$ cat src/rtl/cpu_sequencer.sv
// -----------------------------------------------------------------------------
// cpu_sequencer
//   Multicycle fetch/execute controller for the Hack A/D/M register-memory
//   block. Every instruction takes three cycles: FETCH -> EXEC -> WRITE.
//   The sequencer latches the instruction from a combinational ROM, drives the
//   ALU control field and captures its result and flags. It then issues the
//   register-memory write enables for one cycle, evaluates the jump condition
//   and advances the program counter.
//
// Parameters
//   PC_WIDTH     program counter / ROM address width (at most 16)
//   RESET_PC     PC value loaded on reset
//
// Ports
//   clk          system clock, rising edge
//   rst          asynchronous active-high reset
//   run          1 = execute, 0 = park in FETCH once the current instr retires
//   rom_addr     instruction address (the current pc)
//   rom_data     instruction word, valid in the same cycle as rom_addr
//   alu_out      ALU result
//   alu_zr       ALU result is zero
//   alu_ng       ALU result is negative
//   reg_a_out    current A register, used as the jump target
//   alu_ctrl     {zx,nx,zy,ny,f,no} taken from ir[11:6]
//   alu_sel_m    ALU y operand select (0 = A, 1 = M), taken from ir[12]
//   data_in      write data to the register-memory block
//   reg_a_en     A register write enable
//   reg_d_en     D register write enable
//   reg_m_en     M (memory) write enable
//   state        FSM state: 0 FETCH, 1 EXEC, 2 WRITE
//   instr_count  retired-instruction counter, wraps at 16 bits
// -----------------------------------------------------------------------------
module cpu_sequencer #(
  parameter int PC_WIDTH = 15,
  parameter int RESET_PC = 0
) (
  input  logic                clk,
  input  logic                rst,
  input  logic                run,
  output logic [PC_WIDTH-1:0] rom_addr,
  input  logic [15:0]         rom_data,
  input  logic [15:0]         alu_out,
  input  logic                alu_zr,
  input  logic                alu_ng,
  input  logic [15:0]         reg_a_out,
  output logic [5:0]          alu_ctrl,
  output logic                alu_sel_m,
  output logic [15:0]         data_in,
  output logic                reg_a_en,
  output logic                reg_d_en,
  output logic                reg_m_en,
  output logic [1:0]          state,
  output logic [15:0]         instr_count
);

  typedef enum logic [1:0] {
    ST_FETCH = 2'd0,
    ST_EXEC  = 2'd1,
    ST_WRITE = 2'd2
  } state_t;

  state_t              r_state;
  state_t              w_state_nxt;

  logic [PC_WIDTH-1:0] r_pc;
  logic [15:0]         r_ir;
  logic [15:0]         r_result;
  logic                r_zr_q;
  logic                r_ng_q;
  logic [15:0]         r_instr_count;

  // One-cycle strobes produced by the FSM decode.
  logic                w_ir_load;
  logic                w_exec;
  logic                w_retire;

  // Instruction field decode.
  logic                w_is_c;
  logic [2:0]          w_dest;
  logic [2:0]          w_jump;
  logic                w_taken;
  logic [PC_WIDTH-1:0] w_pc_nxt;

  // ir[14:13] are don't-care bits of a C-instruction; upper bits of A beyond
  // the PC width can never be jump targets.
  logic                w_unused;

  // ---------------------------------------------------------------------------
  // Helper functions
  // ---------------------------------------------------------------------------

  // Jump test on the flags captured in EXEC. The three jump bits select
  // "negative", "zero" and "positive"; any combination ORs together.
  function automatic logic f_jump_taken(
    input logic       is_c,
    input logic [2:0] jbits,
    input logic       zr,
    input logic       ng
  );
    logic pos;
    pos = ~zr & ~ng;
    return is_c & ((jbits[2] & ng) | (jbits[1] & zr) | (jbits[0] & pos));
  endfunction

  // Sequential PC step; wraps naturally from all-ones to zero.
  function automatic logic [PC_WIDTH-1:0] f_pc_inc(
    input logic [PC_WIDTH-1:0] pc
  );
    return pc + PC_WIDTH'(1);
  endfunction

  // ---------------------------------------------------------------------------
  // Decode
  // ---------------------------------------------------------------------------
  assign w_is_c   = r_ir[15];
  assign w_dest   = r_ir[5:3];
  assign w_jump   = r_ir[2:0];
  assign w_taken  = f_jump_taken(w_is_c, w_jump, r_zr_q, r_ng_q);

  // reg_a_out is read before the register-memory block applies this cycle's
  // write, so a combined "jump + write A" instruction jumps to the old A.
  assign w_pc_nxt = w_taken ? reg_a_out[PC_WIDTH-1:0] : f_pc_inc(r_pc);

  assign w_unused = ^{r_ir[14:13], reg_a_out};

  // ---------------------------------------------------------------------------
  // FSM next-state and output decode
  // ---------------------------------------------------------------------------
  always_comb begin
    w_state_nxt = r_state;
    w_ir_load   = 1'b0;
    w_exec      = 1'b0;
    w_retire    = 1'b0;
    alu_ctrl    = 6'd0;
    alu_sel_m   = 1'b0;
    data_in     = 16'd0;
    reg_a_en    = 1'b0;
    reg_d_en    = 1'b0;
    reg_m_en    = 1'b0;

    unique case (r_state)
      ST_FETCH: begin
        // run is only looked at here, so dropping it mid-instruction still
        // lets that instruction retire.
        if (run) begin
          w_ir_load   = 1'b1;
          w_state_nxt = ST_EXEC;
        end
      end

      ST_EXEC: begin
        alu_ctrl    = r_ir[11:6];
        alu_sel_m   = r_ir[12];
        w_exec      = 1'b1;
        w_state_nxt = ST_WRITE;
      end

      ST_WRITE: begin
        alu_ctrl    = r_ir[11:6];
        alu_sel_m   = r_ir[12];
        data_in     = r_result;
        // Enables depend on state and ir only, so an asynchronous reset
        // that forces FETCH removes them at once.
        if (w_is_c) begin
          reg_a_en = w_dest[2];
          reg_d_en = w_dest[1];
          reg_m_en = w_dest[0];
        end else begin
          reg_a_en = 1'b1;
        end
        w_retire    = 1'b1;
        w_state_nxt = ST_FETCH;
      end

      default: begin
        w_state_nxt = ST_FETCH;
      end
    endcase
  end

  // ---------------------------------------------------------------------------
  // State register
  // ---------------------------------------------------------------------------
  always_ff @(posedge clk or posedge rst) begin
    if (rst) begin
      r_state <= ST_FETCH;
    end else begin
      r_state <= w_state_nxt;
    end
  end

  // ---------------------------------------------------------------------------
  // FETCH -> EXEC: instruction register
  // ---------------------------------------------------------------------------
  always_ff @(posedge clk or posedge rst) begin
    if (rst) begin
      r_ir <= 16'd0;
    end else if (w_ir_load) begin
      r_ir <= rom_data;
    end
  end

  // ---------------------------------------------------------------------------
  // EXEC -> WRITE: result and flags
  // ---------------------------------------------------------------------------
  always_ff @(posedge clk or posedge rst) begin
    if (rst) begin
      r_result <= 16'd0;
      r_zr_q   <= 1'b0;
      r_ng_q   <= 1'b0;
    end else if (w_exec) begin
      if (w_is_c) begin
        r_result <= alu_out;
        r_zr_q   <= alu_zr;
        r_ng_q   <= alu_ng;
      end else begin
        // A-instruction: the 15-bit constant is zero-extended and the
        // previous flags are left untouched (A-instructions never jump).
        r_result <= {1'b0, r_ir[14:0]};
      end
    end
  end

  // ---------------------------------------------------------------------------
  // WRITE -> FETCH: program counter and retire counter
  // ---------------------------------------------------------------------------
  always_ff @(posedge clk or posedge rst) begin
    if (rst) begin
      r_pc          <= PC_WIDTH'(RESET_PC);
      r_instr_count <= 16'd0;
    end else if (w_retire) begin
      r_pc          <= w_pc_nxt;
      r_instr_count <= r_instr_count + 16'd1;
    end
  end

  assign rom_addr    = r_pc;
  assign state       = r_state;
  assign instr_count = r_instr_count;

endmodule

$ cat config.mk
export PLATFORM = sky130hd
export DESIGN_NAME = cpu_sequencer
export DESIGN_NICKNAME = d
export VERILOG_FILES = /design/src/rtl/cpu_sequencer.sv
export SDC_FILE = /design/constraint.sdc
export NUM_CORES = 1
export LEC_CHECK = 0
export ABC_AREA = 1
export BUFFER_PORTS_ARGS = -buffer_cell sky130_fd_sc_hd__buf_2
export CELL_PAD_IN_SITES_DETAIL_PLACEMENT = 0
export CELL_PAD_IN_SITES_GLOBAL_PLACEMENT = 1
export CORE_UTILIZATION = 40
export DETAILED_ROUTE_END_ITERATION = 6
export GPL_ROUTABILITY_DRIVEN = 0
export PLACE_DENSITY = 0.87
export SLEW_MARGIN = 20
export SYNTH_ARGS = -nofsm -noshare
export SYNTH_HDL_FRONTEND = slang
export SYNTH_SLANG_ARGS = --single-unit
export TNS_END_PERCENT = 50
$ cat constraint.sdc
create_clock -name clk -period 3.41 [get_ports clk]
set_input_delay 0.1705 -clock clk [delete_from_list [all_inputs] [get_ports clk]]
set_output_delay 0.1705 -clock clk [all_outputs]
set_load 0.005 [all_outputs]
==> summary.txt <==
Status
  • Status: completed

GRT
  • All-Layer GR Usage: 0.193
  • Total grt overflow: 0
  • Vias in the first global route: 3,241
  • Largest net degree at the start of global routing: 37
  • First-pass GRT wire length: 14,900 um
  • Initial antenna violation count: 1

Power and ir drop
  • Pleak: 0.00257 uW
  • Max VDD drop: 0.441 mV
  • PD cells: 831 nW/um^2

CTS
  • Max clock buf depth: 2
  • CTS resizes: 0
  • Cts hold-fix bufs: 1
  • CTS root buffer: clkbuf_8
  • H-tree levels: 3
  • Clock sink total: 67
  • Worst skew pair latency: 340 ps
  • TritonCTS clock tree: done
  • CTS clk-pin slew, worst paths: 70 ps
  • Clock buffer count from CTS: 9
  • Post-CTS setup buffers: 0

Finish
  • Layout area overhead: 21.7%
  • Fill cell count: 902
  • Final net count: 646
  • Final Core Density: 0.512
  • Post-Layout Cell Count: 697
  • Share of cells above drive strength 1: 0.277
  • Register area: 1680 um^2
  • Multi-input gate area: 1700 um^2
  • Antenna diode instance count: 0

Timing
  • Crit share post-route: 0.731
  • Fin crit period: 2490 ps
  • Final hold vios: 0
  • Slew Viols, Final: 0
  • RSZ-0062 raised after global routing: no
  • TNS Setup: 0 ps
  • Setup Skew: 13.7 ps
  • Fin Hold WS: 64.5 ps
  • Final setup violation count: 0
  • Setup WS post-layout: 918 ps
  • Slew headroom: 0.424
  • Worst slew pin tran: 863 ps
  • Fmax: 0.401 GHz

Placement
  • Post-Place Worst Slack: 1080 ps
  • Placed Cells: 682
  • PortBufs: 110
  • Dpl hpwl: 6300 um

Detailed routing
  • WL/cell: 12.5 um
  • Routed wl met2: 3980 um
  • DR pass1 iterations: 6
  • Met1 wire length: 4090 um
  • Post-route ant nets: 0
  • Starting DRT DRC Count: 107
  • Top routing layer used: met5
  • Final WL: 8740 um
  • Routed vias: 3,349
  • Vias/cell: 4.80
  • DR WL met3: 529 um
  • Drt drc: 0

Logic synthesis
  • Yosys cell types: 25
  • Syn nets: 538
  • Syn Inst Count: 478
  • Mapped Area: 3740 um^2
  • Leading area contributor after synthesis: dfrtp_1
  • Largest family of logic cells by synthesized area: simple AND/OR/NAND/NOR gates
  • Dominant cell by count in the synthesized netlist: nand2_1
  • Main synth FF type: dfrtp_1
  • Post-synth ARST share: 1.00
  • Simple-gate area share of the yosys netlist: 0.311
  • Synth area leaders: dfrtp_1 45%, nand2_1 15%, inv_1 6.7%
  • Syn Area/Cell: 7.83 um^2
  • Synth Warn #: 0
  • Compound-Gate Fraction of Synth Area: 0.0411
  • Top cell type's share of synthesized area: 0.448
  • Synthesized flop and latch total: 67
  • Synth Area in Adders: 0.0234
  • Synth Area in XOR/XNOR: 0.0374
  • Sequential fraction of the synthesis area: 0.448
  • Multiplexer area fraction after synthesis: 0.0421
  • EDFF count, synth: 0
  • Ranking of synthesized cells by instance count: 151 x nand2_1, 67 x dfrtp_1, 67 x inv_1, 37 x nand3_1, 32 x nor2_1

Die
  • FP Rows: 34
  • Starting Density: 0.421
  • Boundary Pins: 112
  • Total core area: 8890 um^2
  • Die H: 98.7 um
  • DIE AREA: 9750 um^2
  • Die width: 98.7 um

Critical path
  • Worst Path Max Fanout: 23
  • Worst endpoint required time: 3240 ps
  • Setup crit end kind: primary output
  • Crit path DAT: 2320 ps
  • Type of origin of the critical path: flop
  • Crit Path Category: flop to primary output

Flow run
  • Max-Cap Viols: 0

Worst hold path
  • Hold Crit Class: primary input to flop
[cells in the final DEF, fill, tap and decap left out, drive strengths merged]
cell,netlist,layout
a31oi,15,15
nor2,44,44
xnor2,3,3
nand4,9,9
buf,15,115
dfrtp,67,67
clkinv,1,1
a21oi,5,5
mux2,14,14
nand2,154,154
clkinvlp,0,1
clkbuf,4,13
dlygate4sd3,0,1
nand3,41,41
nand3b,9,9
ha,7,7
nor3,3,3
o21ai,7,7
inv,67,67
xor2,13,13
[flip-flops by register name (all words and copies together), names as in the netlist]
signal       flops
r_ng_q           1
instr_count     16
r_zr_q           1
rom_addr        15
r_ir            16
r_result        16
state            2
[power by group]
part           switching (uW)  total [uW]  internal (uW)
registers                 299        1430           1130
logic                    1010        1720            709
clock network             298         634            336
total                    1610        3780           2180
[cell type report]
| cell class | count | area share |
|---|---|---|
| Clock buffer | 13 | 0.0393 |
| Clock inverter | 1 | 0.00165 |
| Inverter | 68 | 0.0560 |
| Multi-Input combinational cell | 324 | 0.374 |
| Sequential cell | 67 | 0.368 |
| Tap cell | 108 | 0.0297 |
| Timing Repair Buffer | 116 | 0.131 |
[metrics by stage]
stage          instance area [um^2]  power, uW
3_5_place_dp                   4360       3190
3_3_place_gp                   4360       3130
4_1_cts                        4560       3840
2_1_floorplan                  3740       2650
5_1_grt                        4560       4160
6_report                       4560       3780
[per-layer routing]
layer  track usage  vias to the layer above
met5             0                        -
met4        0.0700                        2
met3        0.0582                       14
met2         0.310                       81
met1         0.245                     1551
li1              -                     1701
[worst max-delay path: stages, from the launching register on]
cell	delay, ps
dfrtp_1	410
inv_1	130
ha_1	740
inv_1	90
buf_4	250
nor3_1	210
buf_2	160
[path summary, 6_finish.rpt]
check | end | startpoint | cells past startpoint | slack [ps]
setup / recovery | reg_m_en | state[0] | 6 | 920
hold / removal | r_ir[0] | rom_data[0] | 2 | 60
setup reg to reg | instr_count[13] | state[0] | 9 | 1140
hold reg to reg | instr_count[15] | instr_count[15] | 2 | 500
max in group asynchronous | rom_addr[2] | rst | 4 | 1980
min in group asynchronous | instr_count[0] | rst | 3 | 510
[logic make-up (layout without fill, tap and decap cells)]
logic type      after synthesis  count (layout)
xor+xnor                     16              16
simple gates                260             260
fa+ha+maj                     7               7
buf+inv                      87             198
mux                          14              14
flops                        67              67
compound gates               27              27
Power figures use the tool's default switching activity.
